`config.mk`:
```
export PLATFORM = sky130hd
export DESIGN_NAME = mips_mc_control
export DESIGN_NICKNAME = d
export VERILOG_FILES = /design/src/rtl/mips_mc_control.sv
export SDC_FILE = /design/constraint.sdc
export NUM_CORES = 1
export LEC_CHECK = 0
export ABC_AREA = 1
export CORE_MARGIN = 3
export CORE_UTILIZATION = 48
export DETAILED_ROUTE_END_ITERATION = 10
export PLACE_DENSITY_LB_ADDON = 0.12
export SYNTH_ARGS = -nofsm -noshare
export SYNTH_HDL_FRONTEND = slang
export SYNTH_SLANG_ARGS = --single-unit
```
`constraint.sdc`:
```
create_clock -name clk -period 2 [get_ports clk]
set_clock_uncertainty 0.15 [all_clocks]
set_input_delay 0.6 -clock clk [delete_from_list [all_inputs] [get_ports clk]]
set_output_delay 0.6 -clock clk [all_outputs]
set_load 0.05 [all_outputs]
```
`src/rtl/mips_mc_control.sv`:
```
// Multi-cycle main control FSM for the MIPS core: sequences fetch, decode,
// execute, memory access and writeback over a req/ready memory with timeout.
module mips_mc_control #(
    parameter int MEM_TIMEOUT = 16,
    parameter int COUNT_W     = 32
) (
    input  logic               clk,
    input  logic               reset,
    input  logic               run,
    input  logic [5:0]         opcode,
    input  logic               zero,
    input  logic               mem_ready,
    output logic               mem_req,
    output logic               mem_we,
    output logic               ir_load,
    output logic               pc_write,
    output logic [1:0]         pc_src,
    output logic [1:0]         ALU_op,
    output logic               ALU_src,
    output logic               reg_write,
    output logic               reg_dst,
    output logic               mem_to_reg,
    output logic               illegal_op,
    output logic               bus_error,
    output logic               halted,
    output logic [COUNT_W-1:0] instr_count
);
    localparam int                WAIT_W    = $clog2(MEM_TIMEOUT + 1);
    localparam logic [WAIT_W-1:0] WAIT_LAST = WAIT_W'(MEM_TIMEOUT - 1);

    localparam logic [5:0] OP_R    = 6'b000000;
    localparam logic [5:0] OP_LW   = 6'b100011;
    localparam logic [5:0] OP_SW   = 6'b101011;
    localparam logic [5:0] OP_BEQ  = 6'b000100;
    localparam logic [5:0] OP_ADDI = 6'b001000;
    localparam logic [5:0] OP_J    = 6'b000010;

    typedef enum logic [3:0] {
        S_IDLE   = 4'd0,
        S_FETCH  = 4'd1,
        S_DECODE = 4'd2,
        S_EXEC   = 4'd3,
        S_MEM_RD = 4'd4,
        S_MEM_WR = 4'd5,
        S_WB     = 4'd6,
        S_BR_CMP = 4'd7,
        S_BR_RES = 4'd8,
        S_JUMP   = 4'd9,
        S_HALT   = 4'd10
    } state_t;

    state_t             state_r;
    state_t             state_s;
    state_t             end_s;
    logic [5:0]         opcode_r;
    logic [WAIT_W-1:0]  wait_r;
    logic [COUNT_W-1:0] count_r;

    logic       retire_s;
    logic       mem_state_s;
    logic       timeout_s;
    logic       is_r_s;
    logic       mem_req_s;
    logic       mem_we_s;
    logic       ir_load_s;
    logic       pc_write_s;
    logic [1:0] pc_src_s;
    logic [1:0] alu_op_s;
    logic       alu_src_s;
    logic       reg_write_s;
    logic       reg_dst_s;
    logic       mem_to_reg_s;
    logic       illegal_op_s;
    logic       bus_error_s;
    logic       halted_s;

    assign is_r_s      = (opcode_r == OP_R);
    assign end_s       = run ? S_FETCH : S_IDLE;
    assign mem_state_s = (state_r == S_FETCH) || (state_r == S_MEM_RD) || (state_r == S_MEM_WR);
    // A ready response in the last allowed cycle takes priority over the timeout.
    assign timeout_s   = mem_state_s && !mem_ready && (wait_r == WAIT_LAST);

    // Next-state and control decode.
    always_comb begin
        state_s      = state_r;
        retire_s     = 1'b0;
        mem_req_s    = 1'b0;
        mem_we_s     = 1'b0;
        ir_load_s    = 1'b0;
        pc_write_s   = 1'b0;
        pc_src_s     = 2'b00;
        alu_op_s     = 2'b00;
        alu_src_s    = 1'b0;
        reg_write_s  = 1'b0;
        reg_dst_s    = 1'b0;
        mem_to_reg_s = 1'b0;
        illegal_op_s = 1'b0;
        bus_error_s  = 1'b0;
        halted_s     = 1'b0;
        case (state_r)
            S_IDLE: begin
                if (run) state_s = S_FETCH;
                else     state_s = S_IDLE;
            end
            S_FETCH: begin
                mem_req_s = 1'b1;
                if (mem_ready) begin
                    ir_load_s  = 1'b1;
                    pc_write_s = 1'b1;
                    state_s    = S_DECODE;
                end else if (timeout_s) begin
                    bus_error_s = 1'b1;
                    state_s     = S_HALT;
                end else begin
                    state_s = S_FETCH;
                end
            end
            S_DECODE: begin
                case (opcode)
                    OP_R, OP_ADDI, OP_LW, OP_SW: state_s = S_EXEC;
                    OP_BEQ:                      state_s = S_BR_CMP;
                    OP_J:                        state_s = S_JUMP;
                    default: begin
                        illegal_op_s = 1'b1;
                        state_s      = end_s;
                    end
                endcase
            end
            S_EXEC: begin
                alu_op_s  = is_r_s ? 2'b10 : 2'b00;
                alu_src_s = !is_r_s;
                case (opcode_r)
                    OP_LW:   state_s = S_MEM_RD;
                    OP_SW:   state_s = S_MEM_WR;
                    default: state_s = S_WB;
                endcase
            end
            S_MEM_RD: begin
                alu_op_s  = is_r_s ? 2'b10 : 2'b00;
                alu_src_s = !is_r_s;
                mem_req_s = 1'b1;
                if (mem_ready) begin
                    state_s = S_WB;
                end else if (timeout_s) begin
                    bus_error_s = 1'b1;
                    state_s     = S_HALT;
                end else begin
                    state_s = S_MEM_RD;
                end
            end
            S_MEM_WR: begin
                alu_op_s  = is_r_s ? 2'b10 : 2'b00;
                alu_src_s = !is_r_s;
                mem_req_s = 1'b1;
                mem_we_s  = 1'b1;
                if (mem_ready) begin
                    retire_s = 1'b1;
                    state_s  = end_s;
                end else if (timeout_s) begin
                    bus_error_s = 1'b1;
                    state_s     = S_HALT;
                end else begin
                    state_s = S_MEM_WR;
                end
            end
            S_WB: begin
                reg_write_s  = 1'b1;
                reg_dst_s    = is_r_s;
                mem_to_reg_s = (opcode_r == OP_LW);
                retire_s     = 1'b1;
                state_s      = end_s;
            end
            // zero only becomes valid once the execute unit has registered the compare.
            S_BR_CMP: begin
                alu_op_s = 2'b01;
                state_s  = S_BR_RES;
            end
            S_BR_RES: begin
                alu_op_s = 2'b01;
                if (zero) begin
                    pc_write_s = 1'b1;
                    pc_src_s   = 2'b01;
                end else begin
                    pc_write_s = 1'b0;
                end
                retire_s = 1'b1;
                state_s  = end_s;
            end
            S_JUMP: begin
                pc_write_s = 1'b1;
                pc_src_s   = 2'b10;
                retire_s   = 1'b1;
                state_s    = end_s;
            end
            S_HALT: begin
                halted_s = 1'b1;
                state_s  = S_HALT;
            end
            default: state_s = S_IDLE;
        endcase
    end

    // Reset forces every output low so an aborted instruction performs no writes.
    assign mem_req     = !reset && mem_req_s;
    assign mem_we      = !reset && mem_we_s;
    assign ir_load     = !reset && ir_load_s;
    assign pc_write    = !reset && pc_write_s;
    assign pc_src      = reset ? 2'b00 : pc_src_s;
    assign ALU_op      = reset ? 2'b00 : alu_op_s;
    assign ALU_src     = !reset && alu_src_s;
    assign reg_write   = !reset && reg_write_s;
    assign reg_dst     = !reset && reg_dst_s;
    assign mem_to_reg  = !reset && mem_to_reg_s;
    assign illegal_op  = !reset && illegal_op_s;
    assign bus_error   = !reset && bus_error_s;
    assign halted      = !reset && halted_s;
    assign instr_count = reset ? {COUNT_W{1'b0}} : count_r;

    // State, latched opcode, memory wait counter and retired-instruction counter.
    always_ff @(posedge clk) begin
        if (reset) begin
            state_r  <= S_IDLE;
            opcode_r <= 6'b000000;
            wait_r   <= {WAIT_W{1'b0}};
            count_r  <= {COUNT_W{1'b0}};
        end else begin
            state_r <= state_s;
            if (state_r == S_DECODE) opcode_r <= opcode;
            else                     opcode_r <= opcode_r;
            if (state_s != state_r)             wait_r <= {WAIT_W{1'b0}};
            else if (mem_state_s && !mem_ready) wait_r <= wait_r + WAIT_W'(1);
            else                                wait_r <= wait_r;
            if (retire_s) count_r <= count_r + COUNT_W'(1);
            else          count_r <= count_r;
        end
    end
endmodule

```
==> summary.md, run 1 <==
| Metric | Value |
|---|---|
| Largest net degree at the start of global routing | `19` |
| Mapped Cells | `516` |
| Worst setup endpoint GRT | `pc_write` |
| Detailed placement HPWL | `7400 um` |
| Yosys warns | `0` |
| Die Y | `86.7 um` |
| Placed cell count | `710` |
| Synth unique cells | `31` |
| Clk root buf | `clkbuf_8` |
| Dpl ws | `-0.700 ns` |
| Number of buffers created by CTS | `5` |
| H-tree Lvls | `2` |
| Clock Path Buffers | `2` |
| CTS Sinks | `47` |
| Log Error | `[ERROR DPL-0038] Utilization greater than 100%, impossible to legalize` |
| Outcome | `stopped before the end` |
| Port Buf Inserts | `57` |
| Seq cells post-synth | `47` |
| Worst_ep kind | `primary output` |
| FP Rows | `28` |
| Initial Util | `51.0%` |
| Syn_area_per_cell | `6.06 um2` |
| Hold_buf cts | `0` |
| Seq/Total Area, Yosys | `30.1%` |
| Failed at | `global routing (5_1_grt)` |
| Largest cells by area after synthesis | `dfxtp_1 (30%), nor2_1 (12%), nand2_1 (12%), inv_1 (9.4%), a21oi_1 (5.9%)` |
| Mapped Area | `3130 um2` |
| Top-area cell type share of the netlist area | `30.1%` |
| Syn_nets | `530` |
| I/O pin total | `58` |
| Die span in x | `86.7 um` |
| GP Congestion | `0.926` |
| Most area-hungry cell type in the Yosys netlist | `dfxtp_1` |
## kinds of logic after synthesis
kind of cell	after synthesis	synth area share [%]
AOI/OAI and AO/OA	61	10.1
xor gates and xnor gates	17	4.76
adders and majority gates	3	1.20
buffers and inverters	95	11.4
DFF	47	30.1
muxes	1	0.320
and+or+nand+nor	292	42.1
## cells in the mapped netlist
| cell type | count |
|---|---|
| a21oi_1 | 37 |
| a41oi_1 | 1 |
| buf_1 | 1 |
| buf_2 | 1 |
| clkbuf_1 | 11 |
| clkinv_1 | 1 |
| dfxtp_1 | 47 |
| ha_1 | 3 |
| inv_1 | 78 |
| inv_2 | 3 |
| mux2i_1 | 1 |
| nand2_1 | 101 |
| nand2_2 | 3 |
| nand2_4 | 2 |
| nand3_1 | 30 |
| nand3_2 | 3 |
| nand3_4 | 1 |
| nand3b_1 | 1 |
| nand4_1 | 11 |
| nor2_1 | 104 |
| nor2_2 | 2 |
| nor2_4 | 3 |
| nor2_8 | 1 |
| nor3_1 | 23 |
| nor3_2 | 1 |
| nor3b_1 | 2 |
| nor4_1 | 4 |
| o211ai_1 | 2 |
| o21a_1 | 1 |
| o21ai_0 | 20 |
| xor2_1 | 17 |
## metrics by stage
stage	instance area, um2	utilization [%]
floorplan	3630	-
global placement	4730	77.2
detailed placement	4730	77.2
CTS	5570	90.9
## timing repair
action | CTS
gates cloned | 1
pin swaps | 46
gates resized for setup | 160
buffers inserted | 39
setup endpoints to repair | 72
==> inputs of run 2 (changes only) <==
- CORE_UTILIZATION: 48 -> 40
- PLACE_DENSITY_LB_ADDON: 0.12 -> 0.15
- clock period: 2 -> 2.6 ns (I/O delays scaled with it)
==> run 2 against run 1 <==
The run now ends clean. Synthesized cell count unchanged. Synthesized area unchanged.
==> summary.md, run 2 <==
| Metric | Value |
|---|---|
| Outcome | `complete, no violations` |
| Seq pwr share | `54.0%` |
| Cell Pwr Density | `311 nW/um2` |
| GRT Overall Usage | `19.7%` |
| Die span in x | `94.4 um` |
| Drt first pass iters | `4` |
| Initial antenna violation count | `0` |
| Overflow after GRT | `0` |
| Initial Util | `42.2%` |
| Most common cell after layout, fill and taps aside | `nand2_1` |
| Core area | `7410 um2` |
| Seq/Total Area, Yosys | `30.1%` |
| Top-area cell type share of the netlist area | `30.1%` |
| DRT antenna net count | `0` |
| Vias | `3,446` |
| Die Y | `94.4 um` |
| Hold Slack | `0.336 ns` |
| Hold path start | `count_r[30]` |
| Port Buf Inserts | `57` |
| FP Rows | `31` |
| Most frequent cell after synthesis | `nor2_1` |
| Fmax | `391 MHz` |
| Most area-hungry cell type in the Yosys netlist | `dfxtp_1` |
| FF-to-FF path depth | `12` |
| Detailed placement HPWL | `6690 um` |
| Mapped Area | `3130 um2` |
| Number of buffers created by CTS | `5` |
| # nets final | `613` |
| Final Critical Period | `2.56 ns` |
| CP max FO | `3` |
| Global-route wire length before repair | `14,200 um` |
| Final core utilization | `59.3%` |
| I/O pin total | `58` |
| Top cells by count, synth | `nor2_1 (104), nand2_1 (101), inv_1 (78)` |
| Final hold violation count | `0` |
| Yosys warns | `0` |
| Cell Int Power | `0.988 mW` |
| Biggest regs | `count_r x32, opcode_r x6, wait_r x5` |
| Max reg flops | `32` |
| Vias per std cell | `4.94` |
| Layout area overhead | `40.4%` |
| CP Capture Type | `output port` |
| Combinational Power Share | `15.7%` |
| Slew Limit Fails | `0` |
| Post-route setup TNS | `0 ns` |
| Synth unique cells | `31` |
| Async set-or-reset flop fraction in the synthesized netlist | `0%` |
| Slew @ Worst Pin | `0.417 ns` |
| Clock Path Buffers | `2` |
| Slew headroom | `72.1%` |
| Share of post-route cells with drive strength above 1 | `28.8%` |
| Placed cell count | `686` |
| CTS Sinks | `47` |
| Hold path depth | `2` |
| Clk pin slew, worst setup/hold paths | `0.09 ns` |
| Worst hold endpoint | `count_r[30]` |
| # Max-Cap Violations | `0` |
| GP Congestion | `0.933` |
| Hold Path Class | `reg2reg` |
| Full die area | `8920 um2` |
| Number of synthesized flops with an enable pin | `0` |
| P_sw | `0.379 mW` |
| Maximum VDD drop | `0.000160 V` |
| Reg with most FFs | `count_r` |
| H-tree Lvls | `2` |
| Seq cells post-synth | `47` |
| Largest net degree at the start of global routing | `21` |
| Clock power share | `30.3%` |
| CTS tree | `built` |
| Unrepaired setup endpoints after global routing | `yes` |
| Post-route DRC | `0` |
| Hold_buf cts | `0` |
| R2r endpoint | `wait_r[0]` |
| Most used DFF post-synth | `dfxtp_1` |
| Crit start category | `primary input` |
| Iter 0 DRT Violations | `123` |
| Setup CP Type | `in2out` |
| Crit path arrival time | `1.63 ns` |
| Most frequent cells in the layout | `nand2_1 (98), inv_1 (75), buf_4 (70)` |
| R2R Setup Slk | `0.51 ns` |
| Final setup fails | `0` |
| Wire length per cell | `12.2 um` |
| Clk root buf | `clkbuf_8` |
| Syn_area_per_cell | `6.06 um2` |
| Period utilisation layout | `98.4%` |
| Final Non-Filler Cells | `697` |
| Number of global-route vias before repair | `3,266` |
| Largest cells by area after synthesis | `dfxtp_1 (30%), nor2_1 (12%), nand2_1 (12%), inv_1 (9.4%), a21oi_1 (5.9%)` |
| CP required | `1.67 ns` |
| Sw frac | `27.7%` |
| Ant diodes | `0` |
| Beginning of the worst register-to-register path | `wait_r[0]` |
| Mapped Cells | `516` |
| Drt total wl | `8480 um` |
| Clk Latency, worst-skew pair | `0.30 ns` |
| Leakage | `1.80 nW` |
| Syn_nets | `530` |
==> run 2: cell counts after synthesis <==
No cell type changed its count.
==> run 2: per-stage QoR <==
| step | area (um2) | setup WS [ns] | power, mW |
|---|---|---|---|
| floorplan | 3440 | -0.229 | 0.885 |
| global placement | 4240 | -0.282 | 0.956 |
| detailed placement | 4240 | -0.353 | 0.960 |
| CTS | 4360 | 0.00548 | 1.38 |
| global route | 4390 | -0.00582 | 1.44 |
| finish | 4390 | 0.0418 | 1.37 |
==> run 2: routing by layer <==
| layer | wire (um) | track usage [%] | vias to the layer above |
|---|---|---|---|
| met5 | 0 | 0 | - |
| met3 | 467 | 4.38 | 12 |
| met1 | 3620 | 23.2 | 1553 |
| met4 | 116 | 5.05 | 0 |
| li1 | - | - | 1803 |
| met2 | 4270 | 35.9 | 78 |
==> run 2: cell families after synthesis <==
| group | count (synthesis) | synth area share (%) |
|---|---|---|
| compound gates | 61 | 10.1 |
| xor+xnor | 17 | 4.76 |
| fa+ha+maj | 3 | 1.20 |
| buf+inv | 95 | 11.4 |
| flops | 47 | 30.1 |
| mux | 1 | 0.320 |
| simple gates | 292 | 42.1 |
==> run 2: area by class of cell <==
cell class                      instances  area (um2)
Inverter                               82         309
Multi-Input combinational cell        374        2170
Timing Repair Buffer                   89         769
Sequential cell                        47         950
Tap cell                               99         124
Fill cell                             724        3020
Clock buffer                            6        72.6
==> run 2: worst max path at each step <==
| stage | from | to | slack, ns | depth (start not counted) |
|---|---|---|---|---|
| after floorplan | reset | mem_req | -0.23 | 3 |
| after global placement | opcode[1] | illegal_op | -0.28 | 8 |
| after detailed placement | opcode[1] | illegal_op | -0.35 | 8 |
| after CTS | opcode[4] | illegal_op | 0.005 | 8 |
| after global routing | state_r[2] | ALU_src | -0.006 | 6 |
| final | opcode[2] | illegal_op | 0.04 | 9 |
==> run 2: power groups by stage <==
stage | Clock, mW | Combinational (mW) | Sequential (mW)
final | 0.414 | 0.215 | 0.738
after global routing | 0.460 | 0.237 | 0.740
after CTS | 0.429 | 0.211 | 0.738
after detailed placement | 0 | 0.206 | 0.754
after global placement | 0 | 0.203 | 0.754
after floorplan | 0 | 0.133 | 0.752
==> run 2: repair_timing <==
item | 4_1_cts | 5_1_grt
endpoints found under the setup margin | 8 | 8
pin swaps | 6 | 5
setup buffers | 4 | 1
gates resized for setup | 40 | 14
endpoints found under the hold margin | 0 | 0
==> run 2: worst max-delay path, cell delays in order <==
cell and delay [ns]:
buf_2 0.12, inv_2 0.07, buf_4 0.10, nand2_1 0.04
nor2_1 0.14, nand2_1 0.09, nand3_1 0.10, nor2_2 0.05
buf_12 0.14
No activity file was read; power rests on OpenSTA's default activity.
==> inputs of run 3 (changes only) <==
- CORE_MARGIN: 3 -> 1
==> run 3 against run 2 <==
Flip-flop and latch count did not move. Fmax fell by 0.25%. Combinational power rose by 12%. Highest routed layer unchanged. Total power rose by 7.7%.
==> summary.md, run 3 (same netlist as run 2, synthesis figures left out) <==
| Metric | Value |
|---|---|
| Vias per std cell | `4.92` |
| Initial Util | `42.2%` |
| I/O pin total | `58` |
| CP required | `1.67 ns` |
| Global-route wire length before repair | `14,600 um` |
| WP buf/inv | `2` |
| Port Buf Inserts | `57` |
| Clk Latency, worst-skew pair | `0.30 ns` |
| FILL cells | `675` |
| Combinational Power Share | `16.4%` |
| CP Capture Type | `output port` |
| Ant diodes | `0` |
| Core area | `7410 um2` |
| Hold Slack | `0.318 ns` |
| Cell Pwr Density | `317 nW/um2` |
| Number of global-route vias before repair | `3,312` |
| Iter 0 DRT Violations | `142` |
| Die Y | `90.4 um` |
| # Max-Cap Violations | `0` |
| Slew headroom | `70.2%` |
| Slew Limit Fails | `0` |
| Crit path arrival time | `1.63 ns` |
| Design Area, Final | `4650 um2` |
| Final setup fails | `0` |
| GRT Overall Usage | `21.6%` |
| Cell Int Power | `1.07 mW` |
| Clk root buf | `clkbuf_8` |
| GP Congestion | `0.868` |
| Share of post-route cells with drive strength above 1 | `32.5%` |
| Setup CP Type | `in2out` |
| Most common cell after layout, fill and taps aside | `nand2_1` |
| Maximum VDD drop | `0.000200 V` |
| P_sw | `0.406 mW` |
| Hold_buf cts | `0` |
| CP max FO | `3` |
| Final hold violation count | `0` |
| CTS tree | `built` |
| Initial antenna violation count | `0` |
| Max reg flops | `32` |
| Die span in x | `90.4 um` |
| Overflow after GRT | `0` |
| Clock Path Buffers | `2` |
| Full die area | `8180 um2` |
| FF/Latch Area | `950 um2` |
| Crit-path cells | `buf_2 > nor2_1 > nand3_2 > nand2_2 > nand2_1 > nand3_1 > nor2_2 > buf_12` |
| Period utilisation layout | `98.6%` |
| Slew @ Worst Pin | `0.445 ns` |
| DRT antenna net count | `0` |
| FP Rows | `31` |
| Largest net degree at the start of global routing | `20` |
| Post-route setup TNS | `0 ns` |
| H-tree Lvls | `2` |
| Power, Total | `1.47 mW` |
| Placed Area | `4360 um2` |
| Most frequent cells in the layout | `nand2_1 (95), buf_4 (76), inv_1 (72)` |
| # nets final | `626` |
| Outcome | `complete, no violations` |
| Fmax | `390 MHz` |
| Crit start category | `primary input` |
| CP peak stage delay | `0.16 ns` |
| Detailed placement HPWL | `6600 um` |
| Final Critical Period | `2.56 ns` |
| CTS Sinks | `47` |
| Biggest regs | `count_r x32, opcode_r x6, wait_r x5` |
| Post-route DRC | `0` |
| Sw frac | `27.6%` |
| Clk pin slew, worst setup/hold paths | `0.09 ns` |
| Clock power share | `33.5%` |
| Number of buffers created by CTS | `5` |
| Reg with most FFs | `count_r` |
| Hold Path Class | `reg2reg` |
| Vias | `3,506` |
| Unrepaired setup endpoints after global routing | `yes` |
| Leakage | `1.90 nW` |
| Drt first pass iters | `5` |
| CP max-delay cell | `nor2_1` |
| Footprint of the multi-input gates | `2230 um2` |
| Drt total wl | `8680 um` |
| Seq pwr share | `50.2%` |
| Layout area overhead | `48.6%` |
| Cell family with most CP delay | `simple AND/OR/NAND/NOR gates` |
| Wire length per cell | `12.2 um` |
[run 3: cell count changes in the layout (fill, tap and decap cells not counted), moves of 2 or more]
cell and change:
buf_4 +6, buf_12 +5, nor2_1 -5, inv_1 -3, nand2_1 -3, nand2_2 +3
nor2_4 +3, buf_6 +2, clkbuf_8 +2, inv_2 +2, nor2_2 +2, nor3_2 -2
nor3_4 +2
[run 3: final cells by class]
class / instances / area share, %
Clock buffer: 8 / 2.15
Inverter: 82 / 6.73
Multi-Input combinational cell: 374 / 48.0
Sequential cell: 47 / 20.4
Tap cell: 99 / 2.66
Timing Repair Buffer: 102 / 20.1
[run 3: stage by stage]
step	setup slack [ns]	util [%]	instances
2_1_floorplan	-0.229	-	516
3_3_place_gp	-0.286	58.9	694
3_5_place_dp	-0.317	58.9	694
4_1_cts	0.00425	61.0	706
5_1_grt	-0.0389	62.8	712
6_report	0.0354	62.8	712
[run 3: worst reg2reg max path, delay by kind of cell, from the launching register on]
kind | cells | cell delay (ns)
AND/OR/NAND/NOR | 8 | 0.94
flip-flops | 1 | 0.39
buffers and inverters | 2 | 0.33
AO/OA/AOI/OAI | 1 | 0.17
[run 3: path summary, 6_finish.rpt]
path / from / endpoint / slack [ns] / cells after the start
setup / recovery: opcode[3] / illegal_op / 0.04 / 8
hold / removal: count_r[30] / count_r[30] / 0.32 / 2
setup reg to reg: state_r[2] / wait_r[1] / 0.57 / 11
hold reg to reg: count_r[30] / count_r[30] / 0.32 / 2
[run 3: what timing repair did]
action                                  in CTS  in global routing
pin swaps                                    8                 10
cloned                                       0                  0
endpoints found under the setup margin      10                 11
endpoints found under the hold margin        0                  0
gates resized for setup                     39                 35
buffers inserted                             4                  6
[run 3: power groups by stage]
stage | clock, mW | sequential, mW | combinational, mW
floorplan | 0 | 0.752 | 0.133
finish | 0.493 | 0.739 | 0.241
global route | 0.545 | 0.740 | 0.263
global placement | 0 | 0.754 | 0.212
detailed placement | 0 | 0.754 | 0.215
CTS | 0.511 | 0.738 | 0.220
[run 3: per-layer routing]
layer  global-route usage (%)  up-vias  wire (um)
met4                     4.84        0        190
met5                        0        -          0
li1                         -     1832          -
met2                     39.3       85       4350
met1                     26.1     1570       3720
met3                     4.21       19        417
==> inputs of run 4 (changes only) <==
- ABC_CLOCK_PERIOD_IN_PS: default -> 3100
- clock period: 2.6 -> 3.1 ns (I/O delays scaled with it)
==> run 4 against run 3 <==
First-iteration DRC count is 7.7% higher. Hold slack better by 0.022 ns. Critical path depth is 1 higher. Register-to-register slack better by 0.42 ns. Flip-flop and latch count stayed put. Critical path type unchanged. Sequential share of layout area is 0.72 points higher. Count of clock-buffer cells in the layout is 1 lower. Routed wire length is 3.8% lower. Core utilization is 2.7 points lower.
==> summary.md, run 4 (same netlist as run 2, synthesis figures left out) <==
| Metric | Value |
|---|---|
| Outcome | `complete, no violations` |
| # nets final | `615` |
| CP Capture Type | `output port` |
| Biggest regs | `count_r x32, opcode_r x6, wait_r x5` |
| Final hold violation count | `0` |
| Full die area | `8180 um2` |
| Cell Pwr Density | `258 nW/um2` |
| CTS Sinks | `47` |
| Final Critical Period | `3.01 ns` |
| CP max FO | `3` |
| Die span in x | `90.4 um` |
| H-tree Lvls | `2` |
| Final setup fails | `0` |
| Final core utilization | `60.1%` |
| Final WS setup | `0.0886 ns` |
| Final Non-Filler Cells | `701` |
| Slew headroom | `67.0%` |
| FP Rows | `31` |
| Iter 0 DRT Violations | `153` |
| Post-route DRC | `0` |
| Setup CP Type | `in2out` |
| Placed cell count | `685` |
| Unrepaired setup endpoints after global routing | `no` |
| Hold Slack | `0.339 ns` |
| I/O pin total | `58` |
| GRT Overall Usage | `21.2%` |
| Number of global-route vias before repair | `3,246` |
| Slew Limit Fails | `0` |
| Clk Latency, worst-skew pair | `0.30 ns` |
| Most frequent cells in the layout | `nand2_1 (100), inv_1 (77), nor2_1 (70)` |
| Hold Path Class | `reg2reg` |
| Dpl ws | `-0.180 ns` |
| Slew @ Worst Pin | `0.491 ns` |
| Share of post-route cells with drive strength above 1 | `24.8%` |
| Detailed placement HPWL | `6540 um` |
| Number of buffers created by CTS | `5` |
| Fmax | `332 MHz` |
| Vias | `3,496` |
| Core area | `7410 um2` |
| CTS tree | `built` |
| Maximum VDD drop | `0.000159 V` |
| Clk root buf | `clkbuf_8` |
| Port Buf Inserts | `57` |
| Global-route wire length before repair | `14,300 um` |
| Overflow after GRT | `0` |
| Vias per std cell | `4.99` |
| Ant diodes | `0` |
| Die Y | `90.4 um` |
| CP required | `2.02 ns` |
| GP Congestion | `0.942` |
| Drt first pass iters | `4` |
| Leakage | `1.83 nW` |
| DRT antenna net count | `0` |
| Crit path arrival time | `1.93 ns` |
| Crit start category | `primary input` |
| Period utilisation layout | `97.1%` |
| Largest net degree at the start of global routing | `27` |
| Initial Util | `42.2%` |
| Reg with most FFs | `count_r` |
| Max reg flops | `32` |
| Drt total wl | `8350 um` |
| Layout area overhead | `42.3%` |
| Hold path depth | `2` |
| Initial antenna violation count | `0` |
| Clk pin slew, worst setup/hold paths | `0.08 ns` |
| Wire length per cell | `11.9 um` |
| FF-to-FF path depth | `12` |
| Most common cell after layout, fill and taps aside | `nand2_1` |
| Clock Path Buffers | `2` |
| # Max-Cap Violations | `0` |
==> run 4: changes by cell type in the layout (fill, tap and decap cells not counted), sizes merged <==
cell | previous run | this run
inv | 80 | 81
buf | 99 | 82
clkinvlp | 1 | 0
clkdlybuf4s50 | 1 | 2
dlygate4sd2 | 2 | 7
clkbuf | 8 | 7
clkinv | 1 | 2
==> run 4: final cells by class <==
| cell class | count | area, um2 |
|---|---|---|
| Fill cell | 733 | 2960 |
| Inverter | 82 | 309 |
| Clock inverter | 1 | 5.00 |
| Sequential cell | 47 | 941 |
| Timing Repair Buffer | 91 | 1060 |
| Tap cell | 99 | 124 |
| Clock buffer | 7 | 76.3 |
| Multi-Input combinational cell | 374 | 1940 |
==> run 4: repair_timing <==
action / 4_1_cts / 5_1_grt
setup endpoints to repair: 3 / 6
pin swaps: 3 / 1
buffers inserted: 8 / 0
hold buffers: 0 / 0
gates resized for setup: 11 / 2
==> run 4: metal layers <==
metal / track usage, % / share of wire [%]
met1: 25.9 / 44
met2: 36.3 / 48
met3: 4.63 / 6.2
met4: 8.20 / 2.1
met5: 0 / 0
==> run 4: worst paths after layout <==
check,to,slack (ns),startpoint
setup / recovery,illegal_op,0.09,opcode[2]
hold / removal,count_r[30],0.34,count_r[30]
setup reg to reg,wait_r[1],0.99,wait_r[0]
hold reg to reg,count_r[30],0.34,count_r[30]
==> run 4: worst max-delay path: stages <==
cell	delay, ns
dlygate4sd2_1	0.25
inv_2	0.06
nor2_1	0.04
nand3_1	0.10
nand2_1	0.07
nand2_1	0.09
nand3_1	0.08
nor2_2	0.16
buf_12	0.15
==> run 4: stage by stage <==
step                      power [mW]  TNS (ns)  area (um2)
after global placement         0.791    -0.126        4300
after global routing            1.20         0        4450
after floorplan                0.728     -1.08        3230
final                           1.15         0        4450
after detailed placement       0.795    -0.234        4300
after CTS                       1.16         0        4450
==> run 4: report_power, final <==
part	total [mW]	internal [mW]	switching, mW	leakage [nW]
Combinational	0.166	0.0662	0.100	1.41
Clock	0.364	0.159	0.206	0.0422
Sequential	0.618	0.610	0.00815	0.379
